--- src/rtl/alu_pkg.sv ---
// Shared ALU issue definitions: op and condition encodings,
// condition-code bit positions, reset value and condition evaluation.
package alu_pkg;

  typedef enum logic [1:0] {
    OP_AND = 2'b00,
    OP_XOR = 2'b01,
    OP_ADD = 2'b10,
    OP_SUB = 2'b11
  } alu_op_e;

  localparam logic [2:0] COND_AL = 3'd0;
  localparam logic [2:0] COND_LE = 3'd1;
  localparam logic [2:0] COND_L  = 3'd2;
  localparam logic [2:0] COND_E  = 3'd3;
  localparam logic [2:0] COND_NE = 3'd4;
  localparam logic [2:0] COND_GE = 3'd5;
  localparam logic [2:0] COND_G  = 3'd6;
  localparam logic [2:0] COND_NV = 3'd7;

  localparam int CC_ZF = 2;
  localparam int CC_SF = 1;
  localparam int CC_OF = 0;

  localparam logic [2:0] CC_RST = 3'b100;

  function automatic logic cond_eval(
    input logic [2:0] c,
    input logic [2:0] f
  );
    logic lt;
    logic r;
    lt = f[CC_SF] ^ f[CC_OF];
    r  = 1'b0;
    unique case (1'b1)
      (c == COND_AL): r = 1'b1;
      (c == COND_LE): r = lt | f[CC_ZF];
      (c == COND_L):  r = lt;
      (c == COND_E):  r = f[CC_ZF];
      (c == COND_NE): r = !f[CC_ZF];
      (c == COND_GE): r = !lt;
      (c == COND_G):  r = !lt && !f[CC_ZF];
      (c == COND_NV): r = 1'b0;
      default:        r = 1'b0;
    endcase
    return r;
  endfunction

endpackage

--- src/rtl/alu_core.sv ---
// Combinational W-bit AND/XOR/ADD/SUB datapath with signed overflow.
// Ports: op, a, b in; result (wrap-around), ovf out.
module alu_core
  import alu_pkg::*;
#(
  parameter int W = 64
) (
  input  logic [1:0]   op,
  input  logic [W-1:0] a,
  input  logic [W-1:0] b,
  output logic [W-1:0] result,
  output logic         ovf
);

  logic [W-1:0] sum;
  logic [W-1:0] diff;

  assign sum  = a + b;
  assign diff = a - b;

  always_comb begin
    result = '0;
    ovf    = 1'b0;
    unique case (1'b1)
      (op == OP_AND): result = a & b;
      (op == OP_XOR): result = a ^ b;
      (op == OP_ADD): begin
        result = sum;
        ovf = (a[W-1] == b[W-1]) &&
              (sum[W-1] != a[W-1]);
      end
      (op == OP_SUB): begin
        result = diff;
        ovf = (a[W-1] != b[W-1]) &&
              (diff[W-1] != a[W-1]);
      end
      default: begin
        result = '0;
        ovf    = 1'b0;
      end
    endcase
  end

endmodule

--- src/rtl/alu_issue.sv ---
// ALU issue stage: valid/ready request in, 2-entry in-order response
// FIFO out, architectural {ZF,SF,OF} condition codes.
// Ports: clk, rst_n (sync, active-low), req_* handshake + operands,
// rsp_* handshake + result/cond, cc. Macro ALU_ISSUE_CC_EN enables cc.
module alu_issue
  import alu_pkg::*;
#(
  parameter int W = 64
) (
  input  logic         clk,
  input  logic         rst_n,
  input  logic         req_valid,
  output logic         req_ready,
  input  logic [1:0]   req_op,
  input  logic [W-1:0] req_a,
  input  logic [W-1:0] req_b,
  input  logic         req_setcc,
  input  logic [2:0]   req_cond,
  output logic         rsp_valid,
  input  logic         rsp_ready,
  output logic [W-1:0] rsp_result,
  output logic         rsp_cond,
  output logic [2:0]   cc
);

  localparam logic [1:0] ST_EMPTY = 2'd0;
  localparam logic [1:0] ST_ONE   = 2'd1;
  localparam logic [1:0] ST_FULL  = 2'd2;

  logic [1:0]   state_q, state_d;
  logic [W-1:0] res0_q, res0_d;
  logic [W-1:0] res1_q, res1_d;
  logic         cnd0_q, cnd0_d;
  logic         cnd1_q, cnd1_d;

  logic         accept;
  logic         pop;
  logic [W-1:0] core_res;
  logic         core_ovf;
  logic         new_cond;

  alu_core #(
    .W(W)
  ) u_core (
    .op     (req_op),
    .a      (req_a),
    .b      (req_b),
    .result (core_res),
    .ovf    (core_ovf)
  );

  assign req_ready  = (state_q != ST_FULL);
  assign rsp_valid  = (state_q != ST_EMPTY);
  assign rsp_result = res0_q;
  assign rsp_cond   = cnd0_q;
  assign accept     = req_valid && req_ready;
  assign pop        = rsp_valid && rsp_ready;

`ifdef ALU_ISSUE_CC_EN
  logic [2:0] cc_q, cc_d;
  logic [2:0] flags_new;
  logic [2:0] cc_eff;

  assign flags_new = {core_res == '0, core_res[W-1], core_ovf};
  // Condition sees this op's own flags when it sets them.
  assign cc_eff    = req_setcc ? flags_new : cc_q;
  assign new_cond  = cond_eval(req_cond, cc_eff);
  assign cc        = cc_q;

  always_comb begin
    cc_d = cc_q;
    if (accept && req_setcc) cc_d = flags_new;
  end

  always_ff @(posedge clk) begin
    if (!rst_n) cc_q <= CC_RST;
    else        cc_q <= cc_d;
  end
`else
  logic unused_cc;

  assign unused_cc = ^{req_setcc, req_cond, core_ovf};
  assign new_cond  = 1'b1;
  assign cc        = CC_RST;
`endif

  always_comb begin
    state_d = state_q;
    res0_d  = res0_q;
    res1_d  = res1_q;
    cnd0_d  = cnd0_q;
    cnd1_d  = cnd1_q;
    unique case (state_q)
      ST_EMPTY: begin
        if (accept) begin
          res0_d  = core_res;
          cnd0_d  = new_cond;
          state_d = ST_ONE;
        end
      end
      ST_ONE: begin
        if (accept && pop) begin
          res0_d = core_res;
          cnd0_d = new_cond;
        end else if (accept) begin
          res1_d  = core_res;
          cnd1_d  = new_cond;
          state_d = ST_FULL;
        end else if (pop) begin
          state_d = ST_EMPTY;
        end
      end
      ST_FULL: begin
        // No accept possible here; pop shifts tail into head.
        if (pop) begin
          res0_d  = res1_q;
          cnd0_d  = cnd1_q;
          state_d = ST_ONE;
        end
      end
      default: state_d = ST_EMPTY;
    endcase
  end

  always_ff @(posedge clk) begin
    if (!rst_n) begin
      state_q <= ST_EMPTY;
      res0_q  <= '0;
      res1_q  <= '0;
      cnd0_q  <= 1'b0;
      cnd1_q  <= 1'b0;
    end else begin
      state_q <= state_d;
      res0_q  <= res0_d;
      res1_q  <= res1_d;
      cnd0_q  <= cnd0_d;
      cnd1_q  <= cnd1_d;
    end
  end

endmodule
--- config.mk ---
export PLATFORM = sky130hd
export DESIGN_NAME = alu_issue
export DESIGN_NICKNAME = d
export VERILOG_FILES = /design/src/rtl/alu_pkg.sv /design/src/rtl/alu_core.sv /design/src/rtl/alu_issue.sv
export SDC_FILE = /design/constraint.sdc
export NUM_CORES = 1
export LEC_CHECK = 0
export ABC_CLOCK_PERIOD_IN_PS = 6500
export BUFFER_PORTS_ARGS = -buffer_cell sky130_fd_sc_hd__buf_2
export CAP_MARGIN = 20
export CORE_ASPECT_RATIO = 1.75
export CORE_UTILIZATION = 59
export DETAILED_ROUTE_END_ITERATION = 16
export PLACE_DENSITY = 0.83
export RECOVER_POWER = 50
export SYNTH_ARGS = -nofsm -noshare
export SYNTH_HDL_FRONTEND = slang
export SYNTH_SLANG_ARGS = --single-unit
--- constraint.sdc ---
create_clock -name clk -period 6.5 [get_ports clk]
set_input_delay 0.325 -clock clk [delete_from_list [all_inputs] [get_ports clk]]
set_output_delay 0.325 -clock clk [all_outputs]
set_load 0.05 [all_outputs]
==> results.json <==
{
  "violations": "capacitance limit, slew limit",
  "tns_ns": 0,
  "yosys_most_used_dff": "dfxtp_1",
  "cts_tree": "done",
  "htree_num_levels": 4,
  "io_pins": 208,
  "grt_pass1_wl_mm": 67.2,
  "syn_inst": 1722,
  "gr-max-usage-layer": "met2",
  "ys_types": 78,
  "worst_pin_slew_ns": 3.25,
  "relSlewSlack_pct": -116,
  "antenna_left": 0,
  "antenna_found_initial": 1,
  "leakage_nw": 5.94,
  "root_buffer": "clkbuf_16",
  "met1_usage_pct": 42.4,
  "async_reset_ff_share_pct": 0,
  "cts.repair.resized": 0,
  "r2r_slack_ns": 2.86,
  "path_max_fanout": 8,
  "fmax_ghz": 0.182,
  "cp.arrival_ns": 5.79,
  "synthesis.area_sq_um": 12600,
  "ir_drop_v": 0.000129,
  "min_period_ns": 5.49,
  "route.detailed.drc": 0,
  "synthAdderAreaFrac_pct": 12.9,
  "grt-ovfl-total": 0,
  "clockPowerShare_pct": 28.7,
  "pwr_density_cell_nw_per_um2": 230,
  "worst_setup_path_start_kind": "input port",
  "power_switching_w": 0.00138,
  "cts_setup_buffers": 0,
  "first_pass_iters": 7,
  "grt_util_met3_pct": 3.69,
  "use_met2_pct": 68.9,
  "place_congestion": 1.00,
  "finalHoldViolCount": 0,
  "finalMaxSlewViolations": 123,
  "hpwl_mm": 33.0,
  "grt_max_degree": 89,
  "num_vias": 13700,
  "wl_per_cell_microns": 20.6,
  "drv_cap": 2,
  "area_delta_synth_final_pct": 11.6,
  "crit_type": "in -> reg",
  "cts.sink_count": 132,
  "fin_nets": 2106,
  "ys_ff_latch": 132,
  "grt_usage_pct": 39.0,
  "rsz0062_at_grt": "no",
  "drt-initial-drc-count": 1000,
  "finalCritPeriodShare_pct": 84.5,
  "drive_gt1_share_pct": 11.2,
  "holdPathStages": 4,
  "power_frac_comb_pct": 43.3,
  "p_total_w": 0.00324,
  "vias_per_cell": 6.52,
  "ys_seq_area_share_pct": 21.0,
  "status": "complete, but fails checks",
  "grt_pass1_vias": 13000,
  "synth_simple_gate_area_share_pct": 20.7,
  "p_sw_share_pct": 42.5,
  "fill_cells": 1966,
  "hold_path.class": "in -> reg",
  "setup_viol": 0,
  "die_y_microns": 195,
  "dieArea_sq_um": 22000,
  "start_util_pct": 60.2,
  "diodes": 0,
  "cts_buffers": 17,
  "finClkSkew_ns": 0.00796,
  "synth_top_family_by_area": "compound AO/OA/AOI/OAI gates",
  "internal_power_w": 0.00186,
  "core_sq_um": 20900,
  "die_x_microns": 113,
  "power_frac_seq_pct": 27.9,
  "cp-end-kind": "flop",
  "routed_wl_mm": 43.2,
  "synth-warning-count": 0,
  "port_buffers": 200,
  "path_clk_slew_ns": 0.06,
  "rows": 70,
  "post_synth.cell_area_avg_sq_um": 7.32,
  "clockBufferDepth": 2,
  "synthMuxAreaShare_pct": 4.35,
  "hold_buffers": 0,
  "worstPathRequired_ns": 6.80,
  "synth_edf_count": 0,
  "synth_xor_area_share_pct": 7.85,
  "clk_latency_ns": 0.43,
  "worstRegToRegCells": 5,
  "synth_compound_area_share_pct": 28.7
}
[stage by stage]
stage / worst slack [ns] / std cells / hold WS [ns] / utilization (%) / instance area, sq um
after floorplan: 1.79 / 1723 / 0.432 / - / 12600
after CTS: 1.17 / 2103 / 0.293 / 67.7 / 14200
after global placement: 0.788 / 2072 / 0.438 / 65.0 / 13600
after global routing: 0.617 / 2103 / 0.324 / 67.2 / 14100
final: 1.01 / 2103 / 0.300 / 67.2 / 14100
after detailed placement: 0.758 / 2072 / 0.446 / 65.0 / 13600
[per-layer routing]
layer / share of wire (%) / routed length [microns]
met1: 37 / 16100
met2: 49 / 21200
met3: 5.3 / 2280
met4: 8.4 / 3650
met5: 0 / 0
[layout make-up]
| type | count | area (sq um) | share of cell area (%) |
|---|---|---|---|
| tap | 252 | 315 | 2.24 |
| sequential | 132 | 2640 | 18.8 |
| clock buffer | 18 | 429 | 3.05 |
| multi-input combinational | 1443 | 9430 | 67.0 |
| inverter | 32 | 120 | 0.853 |
| timing repair buffer | 213 | 1010 | 7.18 |
| clock inverter | 13 | 125 | 0.889 |
[worst max-delay path, cell delays in order]
cell      delay [ns]
buf_2           0.13
or4_1           0.68
or3_4           0.44
nor4_2          0.34
and2_4          0.28
nand2_4         0.09
o41ai_4         0.41
o21ai_2         0.15
a21oi_1         0.27
xor2_1          0.11
ha_1            0.42
nand3_1         0.17
nor2_1          0.39
or4b_1          0.47
o21ba_2         0.25
o31ai_1         0.31
xnor2_1         0.18
a211oi_1        0.10
o221a_1         0.26
[power groups by stage]
stage                     Sequential, W  Combinational [W]  Clock [W]
final                          0.000905            0.00140   0.000931
after global routing           0.000910            0.00151   0.000966
after CTS                      0.000903            0.00139   0.000937
after detailed placement       0.000921            0.00138          0
after floorplan                 0.00107           0.000831          0
after global placement         0.000919            0.00136          0
[cells in the final DEF (no fill, tap or decap), types with 33 or more instances in the layout]
cell type,instances
a21oi_1,215
nor2_1,176
nand2_1,175
dfxtp_1,132
buf_2,132
ha_1,128
o21ai_0,120
clkbuf_1,69
xnor2_1,65
a211oi_1,56
xor2_1,48
mux2i_1,48
nor3_1,40
nand3_1,37
a21o_1,33
[sequential cells by signal, indices dropped and copies added (netlist names)]
| register | cells |
|---|---|
| rsp_cond | 1 |
| state_q | 2 |
| rsp_result | 64 |
| cnd1_q | 1 |
| res1_q | 64 |
[kinds of logic (layout without fill, tap and decap cells)]
| logic type | after synthesis | after routing |
|---|---|---|
| other | 2 | 3 |
| xor gates and xnor gates | 113 | 113 |
| adders and majority gates | 129 | 129 |
| buffers and inverters | 148 | 276 |
| muxes | 54 | 54 |
| DFF | 132 | 132 |
| AOI/OAI and AO/OA | 583 | 583 |
| and+or+nand+nor | 561 | 561 |
[cells in the mapped netlist (26+ instances only)]
master	number	area share [%]
dfxtp_1	132	21
a21oi_1	215	8.5
ha_1	128	13
nand2_1	176	5.2
xnor2_1	65	4.5
nand4_1	26	1.3
clkbuf_1	94	2.8
nor2b_1	26	1.3
inv_1	31	0.92
nor2_1	177	5.3
mux2i_1	48	3.8
o21ai_0	120	4.8
a211oi_1	56	3.3
a21o_1	33	2.0
xor2_1	48	3.3
nor3_1	40	1.6
nand3_1	37	1.5
[path summary, 6_finish.rpt]
| kind | from | end |
|---|---|---|
| worst max register to register | state_q[1] | rsp_result[54] |
| worst max-delay path | req_b[12] | rsp_result[63] |
| worst min-delay path | rsp_ready | state_q[1] |
| worst min register to register | res1_q[2] | res1_q[2] |
Power figures use the tool's default switching activity.
